[config.mk]
export PLATFORM = sky130hd
export DESIGN_NAME = xbar_mult_sequencer
export DESIGN_NICKNAME = d
export VERILOG_FILES = /design/src/rtl/xbar_mult_sequencer.sv
export SDC_FILE = /design/constraint.sdc
export NUM_CORES = 1
export LEC_CHECK = 0
export ABC_AREA = 1
export BUFFER_PORTS_ARGS = -buffer_cell sky130_fd_sc_hd__clkbuf_2
export CORE_UTILIZATION = 48
export DETAILED_ROUTE_END_ITERATION = 8
export PLACE_DENSITY_LB_ADDON = 0.2
export SLEW_MARGIN = 20
export SYNTH_ARGS = -nofsm -noshare
export SYNTH_HDL_FRONTEND = slang
export SYNTH_SLANG_ARGS = --single-unit
[constraint.sdc]
create_clock -name i_clk -period 1.9 [get_ports i_clk]
set_input_delay 0.095 -clock i_clk [delete_from_list [all_inputs] [get_ports i_clk]]
set_output_delay 0.095 -clock i_clk [all_outputs]
set_load 0.005 [all_outputs]
[src/rtl/xbar_mult_sequencer.sv]
// xbar_mult_sequencer
// Control-side initiator for the multiplier -> XBar -> multiplier -> mux datapath.
// One job consists of a routing word followed by an operand stream. The block
// fills buffer0 and then buffer1 of the input bank, starts that bank and waits
// for it to finish. It then routes the products through the XBar into both
// buffers of the output bank, starts the output bank, waits again, and finally
// drains every output product through the mux as a valid/ready result stream.
//
// Ports
//   i_clk, i_rst_n                 clock (rising edge) and asynchronous active-low reset
//   i_cmd_valid/o_cmd_ready        job request handshake, with i_cmd_addr (the XBar routing word)
//   i_load_valid/o_load_ready      operand stream handshake, with i_load_data
//   o_data_in                      operand word to the input bank (combinational copy of i_load_data)
//   o_buffer_rd_in/_rd_out         buffer control per multiplier: 0 = fill, 1 = hold
//   o_buffer_select                selects buffer0 or buffer1
//   o_mstart_in/_out               one-cycle start pulses for the input and output banks
//   i_mready_in/_out               done flags from the input and output banks
//   o_address_select               XBar routing word
//   o_output_select, i_mux_data    mux select and the mux data it returns
//   o_res_valid/i_res_ready        result handshake, with o_res_data and o_res_index
//   o_busy                         high whenever the block is not idle
//   o_timeout_err                  sticky wait timeout flag, cleared by the next job
module xbar_mult_sequencer #(
  parameter int IN_PORTS   = 4,
  parameter int OUT_PORTS  = 4,
  parameter int BIT_LENGTH = 32,
  parameter int ADDR_LEN   = 8,
  parameter int SEL_LEN    = 2,
  parameter int LOAD_LEN   = 8,
  parameter int XBAR_LAT   = 1,
  parameter int TIMEOUT    = 1023
) (
  input  logic                  i_clk,
  input  logic                  i_rst_n,
  input  logic                  i_cmd_valid,
  output logic                  o_cmd_ready,
  input  logic [ADDR_LEN-1:0]   i_cmd_addr,
  input  logic                  i_load_valid,
  output logic                  o_load_ready,
  input  logic [BIT_LENGTH-1:0] i_load_data,
  output logic [BIT_LENGTH-1:0] o_data_in,
  output logic [IN_PORTS-1:0]   o_buffer_rd_in,
  output logic [OUT_PORTS-1:0]  o_buffer_rd_out,
  output logic                  o_buffer_select,
  output logic                  o_mstart_in,
  output logic                  o_mstart_out,
  input  logic [IN_PORTS-1:0]   i_mready_in,
  input  logic [OUT_PORTS-1:0]  i_mready_out,
  output logic [ADDR_LEN-1:0]   o_address_select,
  output logic [SEL_LEN-1:0]    o_output_select,
  input  logic [BIT_LENGTH-1:0] i_mux_data,
  output logic                  o_res_valid,
  input  logic                  i_res_ready,
  output logic [BIT_LENGTH-1:0] o_res_data,
  output logic [SEL_LEN-1:0]    o_res_index,
  output logic                  o_busy,
  output logic                  o_timeout_err
);

  localparam int CNT_W  = $clog2(XBAR_LAT + 2 * LOAD_LEN + 1);
  localparam int WAIT_W = $clog2(TIMEOUT + 1);

  // Counter values at which something happens, in counter width.
  localparam logic [CNT_W-1:0]   C_LOAD_HALF = CNT_W'(LOAD_LEN - 1);
  localparam logic [CNT_W-1:0]   C_LOAD_END  = CNT_W'(2 * LOAD_LEN - 1);
  localparam logic [CNT_W-1:0]   C_RT_START  = CNT_W'(XBAR_LAT);
  localparam logic [CNT_W-1:0]   C_RT_HALF   = CNT_W'(XBAR_LAT + LOAD_LEN - 1);
  localparam logic [CNT_W-1:0]   C_RT_END    = CNT_W'(XBAR_LAT + 2 * LOAD_LEN - 1);
  localparam logic [WAIT_W-1:0]  C_TO_LAST   = WAIT_W'(TIMEOUT - 1);
  localparam logic [SEL_LEN-1:0] C_LAST_SEL  = SEL_LEN'(OUT_PORTS - 1);

  typedef enum logic [2:0] {
    S_IDLE, S_LOAD, S_START_IN, S_WAIT_IN, S_ROUTE, S_START_OUT, S_WAIT_OUT, S_DRAIN
  } state_t;

  state_t                  r_state, w_state_next;
  logic [CNT_W-1:0]        r_cnt, w_cnt_next;
  logic [WAIT_W-1:0]       r_wait, w_wait_next;
  logic                    r_bsel, w_bsel_next;
  logic [ADDR_LEN-1:0]     r_addr, w_addr_next;
  logic [SEL_LEN-1:0]      r_sel, w_sel_next;
  logic                    r_pend, w_pend_next;   // r_sel points at a word not yet captured
  logic                    r_res_valid, w_res_valid_next;
  logic [BIT_LENGTH-1:0]   r_res_data, w_res_data_next;
  logic [SEL_LEN-1:0]      r_res_index, w_res_index_next;
  logic                    r_terr, w_terr_next;

  always_ff @(posedge i_clk or negedge i_rst_n) begin
    if (!i_rst_n) begin
      r_state     <= S_IDLE;
      r_cnt       <= '0;
      r_wait      <= '0;
      r_bsel      <= 1'b0;
      r_addr      <= '0;
      r_sel       <= '0;
      r_pend      <= 1'b0;
      r_res_valid <= 1'b0;
      r_res_data  <= '0;
      r_res_index <= '0;
      r_terr      <= 1'b0;
    end else begin
      r_state     <= w_state_next;
      r_cnt       <= w_cnt_next;
      r_wait      <= w_wait_next;
      r_bsel      <= w_bsel_next;
      r_addr      <= w_addr_next;
      r_sel       <= w_sel_next;
      r_pend      <= w_pend_next;
      r_res_valid <= w_res_valid_next;
      r_res_data  <= w_res_data_next;
      r_res_index <= w_res_index_next;
      r_terr      <= w_terr_next;
    end
  end

  always_comb begin
    w_state_next     = r_state;
    w_cnt_next       = r_cnt;
    w_wait_next      = r_wait;
    w_bsel_next      = r_bsel;
    w_addr_next      = r_addr;
    w_sel_next       = r_sel;
    w_pend_next      = r_pend;
    w_res_valid_next = r_res_valid;
    w_res_data_next  = r_res_data;
    w_res_index_next = r_res_index;
    w_terr_next      = r_terr;
    o_cmd_ready      = 1'b0;
    o_load_ready     = 1'b0;
    o_buffer_rd_in   = '1;
    o_buffer_rd_out  = '1;
    o_mstart_in      = 1'b0;
    o_mstart_out     = 1'b0;

    case (r_state)
      S_IDLE: begin
        o_cmd_ready = 1'b1;
        if (i_cmd_valid) begin
          w_addr_next  = i_cmd_addr;
          w_terr_next  = 1'b0;
          w_cnt_next   = '0;
          w_wait_next  = '0;
          w_bsel_next  = 1'b0;
          w_state_next = S_LOAD;
        end
      end
      S_LOAD: begin
        o_load_ready = 1'b1;
        if (i_load_valid) begin
          // Buffers only write in cycles where a word is actually transferred.
          o_buffer_rd_in = '0;
          w_cnt_next     = r_cnt + 1'b1;
          if (r_cnt == C_LOAD_HALF) w_bsel_next = 1'b1;
          if (r_cnt == C_LOAD_END) begin
            w_bsel_next  = 1'b0;
            w_cnt_next   = '0;
            w_state_next = S_START_IN;
          end
        end
      end
      S_START_IN: begin
        o_mstart_in  = 1'b1;
        w_wait_next  = '0;
        w_state_next = S_WAIT_IN;
      end
      S_WAIT_IN: begin
        if (&i_mready_in) begin
          w_cnt_next   = '0;
          w_state_next = S_ROUTE;
        end else if (r_wait == C_TO_LAST) begin
          w_terr_next  = 1'b1;
          w_state_next = S_IDLE;
        end else begin
          w_wait_next = r_wait + 1'b1;
        end
      end
      S_ROUTE: begin
        // The first XBAR_LAT cycles let the XBar settle on the routing word
        // before the output buffers start capturing.
        if (r_cnt >= C_RT_START) o_buffer_rd_out = '0;
        if (r_cnt == C_RT_HALF) w_bsel_next = 1'b1;
        if (r_cnt == C_RT_END) begin
          w_bsel_next  = 1'b0;
          w_cnt_next   = '0;
          w_state_next = S_START_OUT;
        end else begin
          w_cnt_next = r_cnt + 1'b1;
        end
      end
      S_START_OUT: begin
        o_mstart_out = 1'b1;
        w_wait_next  = '0;
        w_state_next = S_WAIT_OUT;
      end
      S_WAIT_OUT: begin
        if (&i_mready_out) begin
          w_sel_next       = '0;
          w_pend_next      = 1'b1;
          w_res_valid_next = 1'b0;
          w_state_next     = S_DRAIN;
        end else if (r_wait == C_TO_LAST) begin
          w_terr_next  = 1'b1;
          w_state_next = S_IDLE;
        end else begin
          w_wait_next = r_wait + 1'b1;
        end
      end
      S_DRAIN: begin
        // r_sel has been on the mux for at least one cycle whenever r_pend is
        // set, so i_mux_data is settled. The select moves on as soon as its
        // word is captured, which keeps back-to-back results gap-free.
        if (r_pend && (!r_res_valid || i_res_ready)) begin
          w_res_data_next  = i_mux_data;
          w_res_index_next = r_sel;
          w_res_valid_next = 1'b1;
          if (r_sel == C_LAST_SEL) w_pend_next = 1'b0;
          else                     w_sel_next  = r_sel + 1'b1;
        end else if (!r_pend && r_res_valid && i_res_ready) begin
          w_res_valid_next = 1'b0;
          w_state_next     = S_IDLE;
        end
      end
      default: w_state_next = S_IDLE;
    endcase
  end

  assign o_data_in        = i_load_data;
  assign o_buffer_select  = r_bsel;
  assign o_address_select = r_addr;
  assign o_output_select  = r_sel;
  assign o_res_valid      = r_res_valid;
  assign o_res_data       = r_res_data;
  assign o_res_index      = r_res_index;
  assign o_busy           = (r_state != S_IDLE);
  assign o_timeout_err    = r_terr;

endmodule

==> key figures, run 1 <==
Clock network
  – Number of H-tree levels: 3
  – Clock sink total: between 60 and 70
  – Clock tree from TritonCTS: built
  – Maximum buffer depth of the clock tree: 2
  – Root cell of the clock tree: clkbuf_8
  – Clock transition at the registers of the reported paths: about 70 ps
  – Count of buffers added by post-CTS timing repair for setup: 0
  – Number of buffers inserted during clock tree synthesis: 9
  – Clock latency at the later pin of the worst-skew pair: ~340 ps

Route
  – ANT nets after route: 0
  – DRC errors left: 0
  – Wirelength, routed: 8530 µm
  – Vias post-DR: around 3200
  – Average wire length per cell after detail routing: 12.8 µm
  – DRC violation total after the first TritonRoute iteration: 134
  – Pre-Repair DR Iteration Count: 5
  – Vias per Instance: 4.82

Synth
  – Net count after synthesis: approximately 530
  – Number of warnings printed during yosys synthesis: 0
  – Post-Synthesis Mean Instance Area: roughly 9.1 µm²
  – Portion of the post-synthesis area used by sequential elements: between 40% and 50%
  – Mapped cell area: slightly below 4000 µm²
  – Number of synthesized register bits: 66
  – Biggest area consumer among synthesized cells: dfrtp_1
  – Most area-consuming cells after synthesis: dfrtp_1 (42%), nand2_1 (12%), mux2_4 (11%)
  – Number of instances in the synthesized netlist: between 400 and 500
  – Area fraction of the dominant cell type after synthesis: 42.0%
  – Synth unique cells: 36

Worst setup path
  – Depth of the most critical reg-to-reg path: 9
  – Critical path, cell by cell: buf_4, nand2_1, nor2_4, o41ai_4, clkbuf_2
  – Critical Path Sink Type: output pin
  – Path type of the worst setup path: flip-flop to output pin
  – Required time at the worst-slack endpoint: between 1500 and 2000 ps
  – Family with the most delay on the worst path: flip-flops
  – Arrival time of the worst setup path: roughly 1700 ps
  – Launching element type of the critical path: flip-flop
  – Maximum cell stage delay along the critical path: 540 ps
  – Worst path buffer plus inverter count: 2
  – Critical path depth: 5
  – Maximum fanout encountered on the critical timing path: 7
  – Highest-delay cell along the critical path: dfrtp_1

Die
  – Die area: around 8600 µm²
  – Core footprint: about 7800 µm²
  – Starting Density: ~50%
  – Number of rows created at floorplan: 32
  – Die boundary width: approximately 93 µm
  – Die H: a little over 90 µm
  – Ports placed on the boundary: 177

Timing
  – Worst slew margin relative to its limit: 66.8%
  – Clk_skew: between 10 and 15 ps
  – Setup Viol. Count Final: 0
  – Pins Over Slew Limit: 0
  – Measured slew at the worst slew-check pin: around 500 ps
  – Time the final worst path needs with I/O delays and setup: 1790 ps
  – Post-Route Setup TNS: 0 ps
  – Final period utilization: between 90% and 100%
  – Maximum clock rate: 560 MHz
  – Final count of hold timing violations: 0

Hold path
  – Kind of path behind the tightest hold check: input pin to flip-flop
  – Hold Path Stages: 4

GRT
  – Total routing resource utilization after global routing: roughly a fifth
  – Via count of the first global-routing pass: just over 3000
  – Wire length of the first global-routing pass: approximately 14000 µm
  – Antenna violations before repair: 0
  – Largest net degree at the start of global routing: 36
  – Aggregate global routing overflow: 0

Final layout
  – Relative area change from synthesis to final layout: 26.8%
  – Filler instances: 660
  – Non-filler instance count after layout: roughly 670
  – Total Nets Final: ~650
  – Number of diodes added for antenna fixing: 0
  – Fraction of final layout cells with drive strength greater than 1: between 30% and 40%

Pwr
  – Post-layout total power: about 4.7 mW
  – Power Dens Cells: 939 nW/µm²
  – Cell leakage power: 2.82 nW
  – Worst vdd ir: 0.498 mV

Placement
  – Detailed placement HPWL: between 6000 and 7000 µm
  – Post-placement cell count: between 600 and 700
  – Final estimated routing congestion in global placement: 0.881
  – Number of buffers inserted by port buffering: between 100 and 150

Flow run
  – Reported max-cap violation count: 0

Status
  – Result of the run: finished clean
[stage by stage]
stage	worst slack, ps	hold slack [ps]	area [µm²]	utilization (%)
after detailed placement	118	57.8	4350	55.7
after global placement	196	59.4	4350	55.7
after floorplan	339	-201	3930	-
after CTS	25.6	0.888	4940	63.3
final	113	160	4980	63.8
after global routing	-17.2	190	4980	63.8
[placed cells by master (no fill, tap or decap), drive strengths merged, types with 2 or more instances in the layout]
master,synthesis,routed
nor3,2,2
nand4,7,7
buf,46,9
mux2,34,34
o21ai,14,14
ha,8,8
nor2,41,41
clkinv,0,3
or2,3,3
xor2,2,2
dfrtp,66,66
dlygate4sd3,0,41
clkbuf,0,120
nand3,30,30
nand2,133,133
a21oi,3,3
inv,40,42
[final cells by class]
cell class / count / area (µm²) / area share, %
Sequential cell: 66 / 1650 / 33.2
Clock buffer: 9 / 124 / 2.49
Timing Repair Buffer: 161 / 1060 / 21.2
Multi-Input combinational cell: 282 / 1790 / 36.0
Inverter: 40 / 153 / 3.06
Clock inverter: 7 / 77.6 / 1.56
Tap cell: 102 / 128 / 2.56
[where the power goes]
part | leakage [nW] | switching [mW] | internal, mW | total (mW)
clock | 0.100 | 0.573 | 0.617 | 1.19
combinational | 1.82 | 1.08 | 0.663 | 1.74
sequential | 0.901 | 0.182 | 1.57 | 1.75
total | 2.82 | 1.83 | 2.85 | 4.68
[cell usage after synthesis, drive strengths merged]
| library cell | n |
|---|---|
| nand2 | 133 |
| dfrtp | 66 |
| buf | 46 |
| nor2 | 41 |
| inv | 40 |
| mux2 | 34 |
| nand3 | 30 |
| o21ai | 14 |
| ha | 8 |
| nand4 | 7 |
| a21oi | 3 |
| or2 | 3 |
| nor3 | 2 |
| xor2 | 2 |
| nor3b | 1 |
| o211ai | 1 |
| o21bai | 1 |
| o31ai | 1 |
| o41ai | 1 |
[path summary, 6_finish.rpt]
check,slack [ps],from,end
max,110,r_state[2],o_buffer_rd_out[2]
min,160,i_res_ready,r_state[1]
max reg2reg,140,r_cnt[0],r_state[0]
min reg2reg,480,o_address_select[2],o_address_select[2]
max in group asynchronous,1110,i_rst_n,o_res_data[22]
min in group asynchronous,210,i_rst_n,r_wait[1]
[repair_timing]
action / in CTS / in global routing
endpoints found under the hold margin: 52 / 2
resized for setup: 1 / 6
setup endpoints to repair: 4 / 8
hold buffers: 39 / 2
[metal layers]
metal	GRT usage (%)	share of wire (%)	wire (µm)
met5	0	0	0
met4	8.85	2.3	195
met3	5.01	5.5	465
met2	33.7	49	4180
met1	25.3	43	3680
[logic make-up after synthesis]
| logic type | count (synthesis) | synth area share [%] |
|---|---|---|
| AOI/OAI and AO/OA | 21 | 3.06 |
| xor gates and xnor gates | 2 | 0.446 |
| adders and majority gates | 8 | 2.55 |
| buffers and inverters | 86 | 13.0 |
| DFF | 66 | 42.0 |
| muxes | 34 | 12.5 |
| and+or+nand+nor | 217 | 26.4 |
[tightest hold or removal path: stages]
cell and delay [ps]:
clkbuf_2 90, nand2_1 70, o21ai_0 120, nand2_1 90
[flip-flops by register name (all words and copies together) (netlist names)]
name	cells
o_res_data	32
r_wait	10
o_address_select	8
r_cnt	5
r_state	3
o_output_select	2
o_res_index	2
o_buffer_select	1
o_res_valid	1
o_timeout_err	1
r_pend	1
Note: power is estimated with default switching activity, not from simulation.
==> run 2, diff against run 1 <==
--- a/config.mk
+++ b/config.mk
@@ -9,6 +9,7 @@
 export BUFFER_PORTS_ARGS = -buffer_cell sky130_fd_sc_hd__clkbuf_2
 export CORE_UTILIZATION = 48
 export DETAILED_ROUTE_END_ITERATION = 8
+export GPL_ROUTABILITY_DRIVEN = 0
 export PLACE_DENSITY_LB_ADDON = 0.2
 export SLEW_MARGIN = 20
 export SYNTH_ARGS = -nofsm -noshare
==> constraint.sdc (replaced) <==
create_clock -name i_clk -period 1.9 [get_ports i_clk]
set_input_delay 0.38 -clock i_clk [delete_from_list [all_inputs] [get_ports i_clk]]
set_output_delay 0.38 -clock i_clk [all_outputs]
set_load 0.005 [all_outputs]
==> run 2 against run 1 <==
  * The flow now finishes with violations (setup timing)
  * Sequential cell count stayed put
  * Critical path type unchanged
  * Power rose by 5.2%
  * Critical endpoint is now o_buffer_rd_out[1]
  * Final area is 5.7% lower
  * Clock power is 12% higher
  * Cell count shrank 4.8%
  * Wire length down 2.5%
  * Maximum frequency fell by 8.3%
  * Utilization decreased by 3.7 points
  * Clock-buffer cell count is 1 higher
  * Sequential share of layout area rose by 2.1 points
==> key figures, run 2 (same netlist as run 1, synthesis figures left out) <==
Final layout
  – Sequential cell area: 1660 µm² (+0.15%)
  – Fraction of final layout cells with drive strength greater than 1: 41.8% (+5.2 points)
  – Number of diodes added for antenna fixing: 0 (unchanged)
  – Number of flip-flops in the largest register: 32 (unchanged)
  – Final Instance Area: 4700 µm² (-5.7%)
  – Filler instances: 708 (+7.3%)
  – Most used cells in the layout excluding fill and tap cells: nand2_1 (123), clkbuf_2 (109), dfrtp_1 (62), nor2_1 (31), inv_1 (30)
  – Area of the multi-input gates: 1810 µm² (+0.77%)
  – Most common library cell in the layout ignoring fill and taps: nand2_1
  – Relative area change from synthesis to final layout: 19.5%
  – Total Nets Final: 621 (-4.9%)

Timing
  – Time the final worst path needs with I/O delays and setup: 1950 ps (+162 ps)
  – Maximum clock rate: 513 MHz (-8.3%)
  – RSZ-0062 raised after global routing: true
  – Measured slew at the worst slew-check pin: 419 ps (-78.5 ps)
  – Pins Over Slew Limit: 0 (unchanged)
  – Worst hold slack: 54.8 ps (-105 ps)
  – Worst slew margin relative to its limit: 72.0% (+5.1 points)
  – Setup Viol. Count Final: 4 (+4)
  – Post-Route Setup TNS: -155 ps (-155 ps)
  – Final count of hold timing violations: 0 (unchanged)
  – PnR worst setup slack: -49.2 ps (-162 ps)
  – Clk_skew: 6.34 ps (-7.61 ps)
  – Final period utilization: 103% (+8.5 points)

Clock network
  – Clock sink total: 66 (unchanged)
  – Clock transition at the registers of the reported paths: 70 ps (about the same)
  – Number of buffers inserted during clock tree synthesis: 9 (unchanged)
  – Root cell of the clock tree: clkbuf_8
  – Maximum buffer depth of the clock tree: 2 (unchanged)
  – Number of H-tree levels: 3 (unchanged)
  – Clock tree from TritonCTS: built
  – Clock latency at the later pin of the worst-skew pair: 340 ps (about the same)

GRT
  – Largest net degree at the start of global routing: 67 (+86%)
  – Aggregate global routing overflow: 0 (unchanged)
  – Most used routing layer in global routing: met2
  – Antenna violations before repair: 0 (unchanged)
  – Grt met2 use: 32.7% (-0.99 points)
  – Met1 demand-to-capacity share in global routing: 24.4% (-0.90 points)
  – Via count of the first global-routing pass: 2856 (-5.5%)
  – Total routing resource utilization after global routing: 19.9% (-0.48 points)
  – GR Util met3: 4.68% (-0.33 points)
  – Wire length of the first global-routing pass: 13400 µm (-2.6%)

Die
  – Die boundary width: 92.5 µm (unchanged)
  – Die area: 8560 µm² (unchanged)
  – Starting Density: 50.4% (unchanged)
  – Number of rows created at floorplan: 32 (unchanged)
  – Die H: 92.5 µm (unchanged)
  – Ports placed on the boundary: 177 (unchanged)
  – Core footprint: 7810 µm² (unchanged)

Pwr
  – Share of power burned in the clock network: 27.1% (+1.7 points)
  – Internal power: 3.06 mW (+7.4%)
  – NetSw: 1.86 mW (+1.8%)
  – Post-layout total power: 4.92 mW (+5.2%)
  – Cell leakage power: 2.71 nW (-3.9%)
  – Comb power frac: 37.7% (+0.5 points)
  – Power Dens Cells: 1050 nW/µm² (+12%)
  – Worst vdd ir: 0.734 mV (+47%)
  – Part of the total power dissipated in sequential elements: 35.2% (-2.2 points)
  – Switching part of the total: 37.9% (-1.3 points)

Route
  – Pre-Repair DR Iteration Count: 4 (-1)
  – Average wire length per cell after detail routing: 13.1 µm (+2.4%)
  – Wirelength, routed: 8310 µm (-2.5%)
  – Vias per Instance: 4.88 (+1.4%)
  – DRC violation total after the first TritonRoute iteration: 109 (-19%)
  – ANT nets after route: 0 (unchanged)
  – DRC errors left: 0 (unchanged)
  – Vias post-DR: 3100 (-3.5%)

Placement
  – Number of buffers inserted by port buffering: 112 (unchanged)
  – Detailed placement HPWL: 5910 µm (-3.7%)
  – Placed Instance Area: 4330 µm² (-0.35%)
  – Post-placement worst setup slack: 142 ps (+23.7 ps)

Worst setup path
  – Family with the most delay on the worst path: flip-flops
  – Critical path, cell by cell: or2_2, o41ai_2, buf_4, clkbuf_2
  – Maximum fanout encountered on the critical timing path: 4 (-3)
  – Highest-delay cell along the critical path: dfrtp_1
  – Path type of the worst setup path: flip-flop to output pin
  – Critical Path Sink Type: output pin
  – Arrival time of the worst setup path: 1570 ps (-120 ps)
  – Required time at the worst-slack endpoint: 1520 ps (-280 ps)
  – Maximum cell stage delay along the critical path: 420 ps (-120 ps)
  – Worst path buffer plus inverter count: 2 (unchanged)
  – Launching element type of the critical path: flip-flop

Status
  – Result of the run: finished with violations
  – Failing checks: setup timing

Hold path
  – Kind of path behind the tightest hold check: input pin to asynchronous set/reset pin

Flow run
  – Reported max-cap violation count: 0 (unchanged)
==> run 2: changes by cell type in the layout (fill, tap and decap cells not counted), moves of 2 or more <==
cell and change:
inv_1 -2, dfrtp_1 -2, buf_4 +9, clkbuf_2 -2, dlygate4sd3_1 -41, buf_6 +2, dfrtp_2 +2, inv_2 +2
==> run 2: power groups by stage <==
stage	Combinational, mW	Clock, mW	Sequential [mW]
floorplan	1.29	0	1.70
global placement	1.59	0	1.78
detailed placement	1.61	0	1.79
CTS	1.71	1.37	1.74
global route	2.08	1.42	1.76
finish	1.85	1.33	1.73
==> run 2: repair_timing <==
item                                   4_1_cts  5_1_grt
resized for setup                            7       12
pin swaps                                    2        1
endpoints found under the hold margin        0        0
setup endpoints to repair                   10       13
setup buffers                                5        6
hold buffers                                 0        0
==> run 2: per-layer routing <==
layer / vias to the layer above / wire length, µm
met5: - / 0
met2: 95 / 4220
li1: 1535 / -
met4: 0 / 193
met3: 31 / 427
met1: 1439 / 3480
==> run 2: area by class of cell <==
cell class,count,area share (%)
inverter,40,3.30
tap,102,2.72
timing repair buffer,129,15.4
multi-input combinational,282,38.4
sequential,66,35.3
clock buffer,10,2.93
clock inverter,6,1.92
==> run 2: worst reg2reg max path, delay by kind of cell, from the launching register on <==
| kind | cells | cell delay (ps) |
|---|---|---|
| compound gates | 1 | 170 |
| fa+ha+maj | 2 | 420 |
| buf+inv | 2 | 220 |
| simple gates | 5 | 540 |
| flops | 1 | 400 |
==> run 2: through the flow <==
| stage | cells | util (%) |
|---|---|---|
| after floorplan | 434 | - |
| after global placement | 608 | 55.5 |
| after detailed placement | 608 | 55.5 |
| after CTS | 629 | 59.1 |
| after global routing | 635 | 60.2 |
| final | 635 | 60.2 |
==> run 2: worst paths after layout <==
path / cells after the start / slack [ps] / from / endpoint
max: 4 / -50 / r_cnt[0] / o_buffer_rd_out[1]
min: 2 / 50 / i_rst_n / r_wait[1]
max reg2reg: 10 / 30 / r_cnt[0] / r_state[2]
min reg2reg: 2 / 480 / o_address_select[5] / o_address_select[5]
max in group asynchronous: 2 / 1550 / i_rst_n / r_cnt[2]
min in group i_clk: 3 / 240 / i_cmd_addr[2] / o_address_select[2]
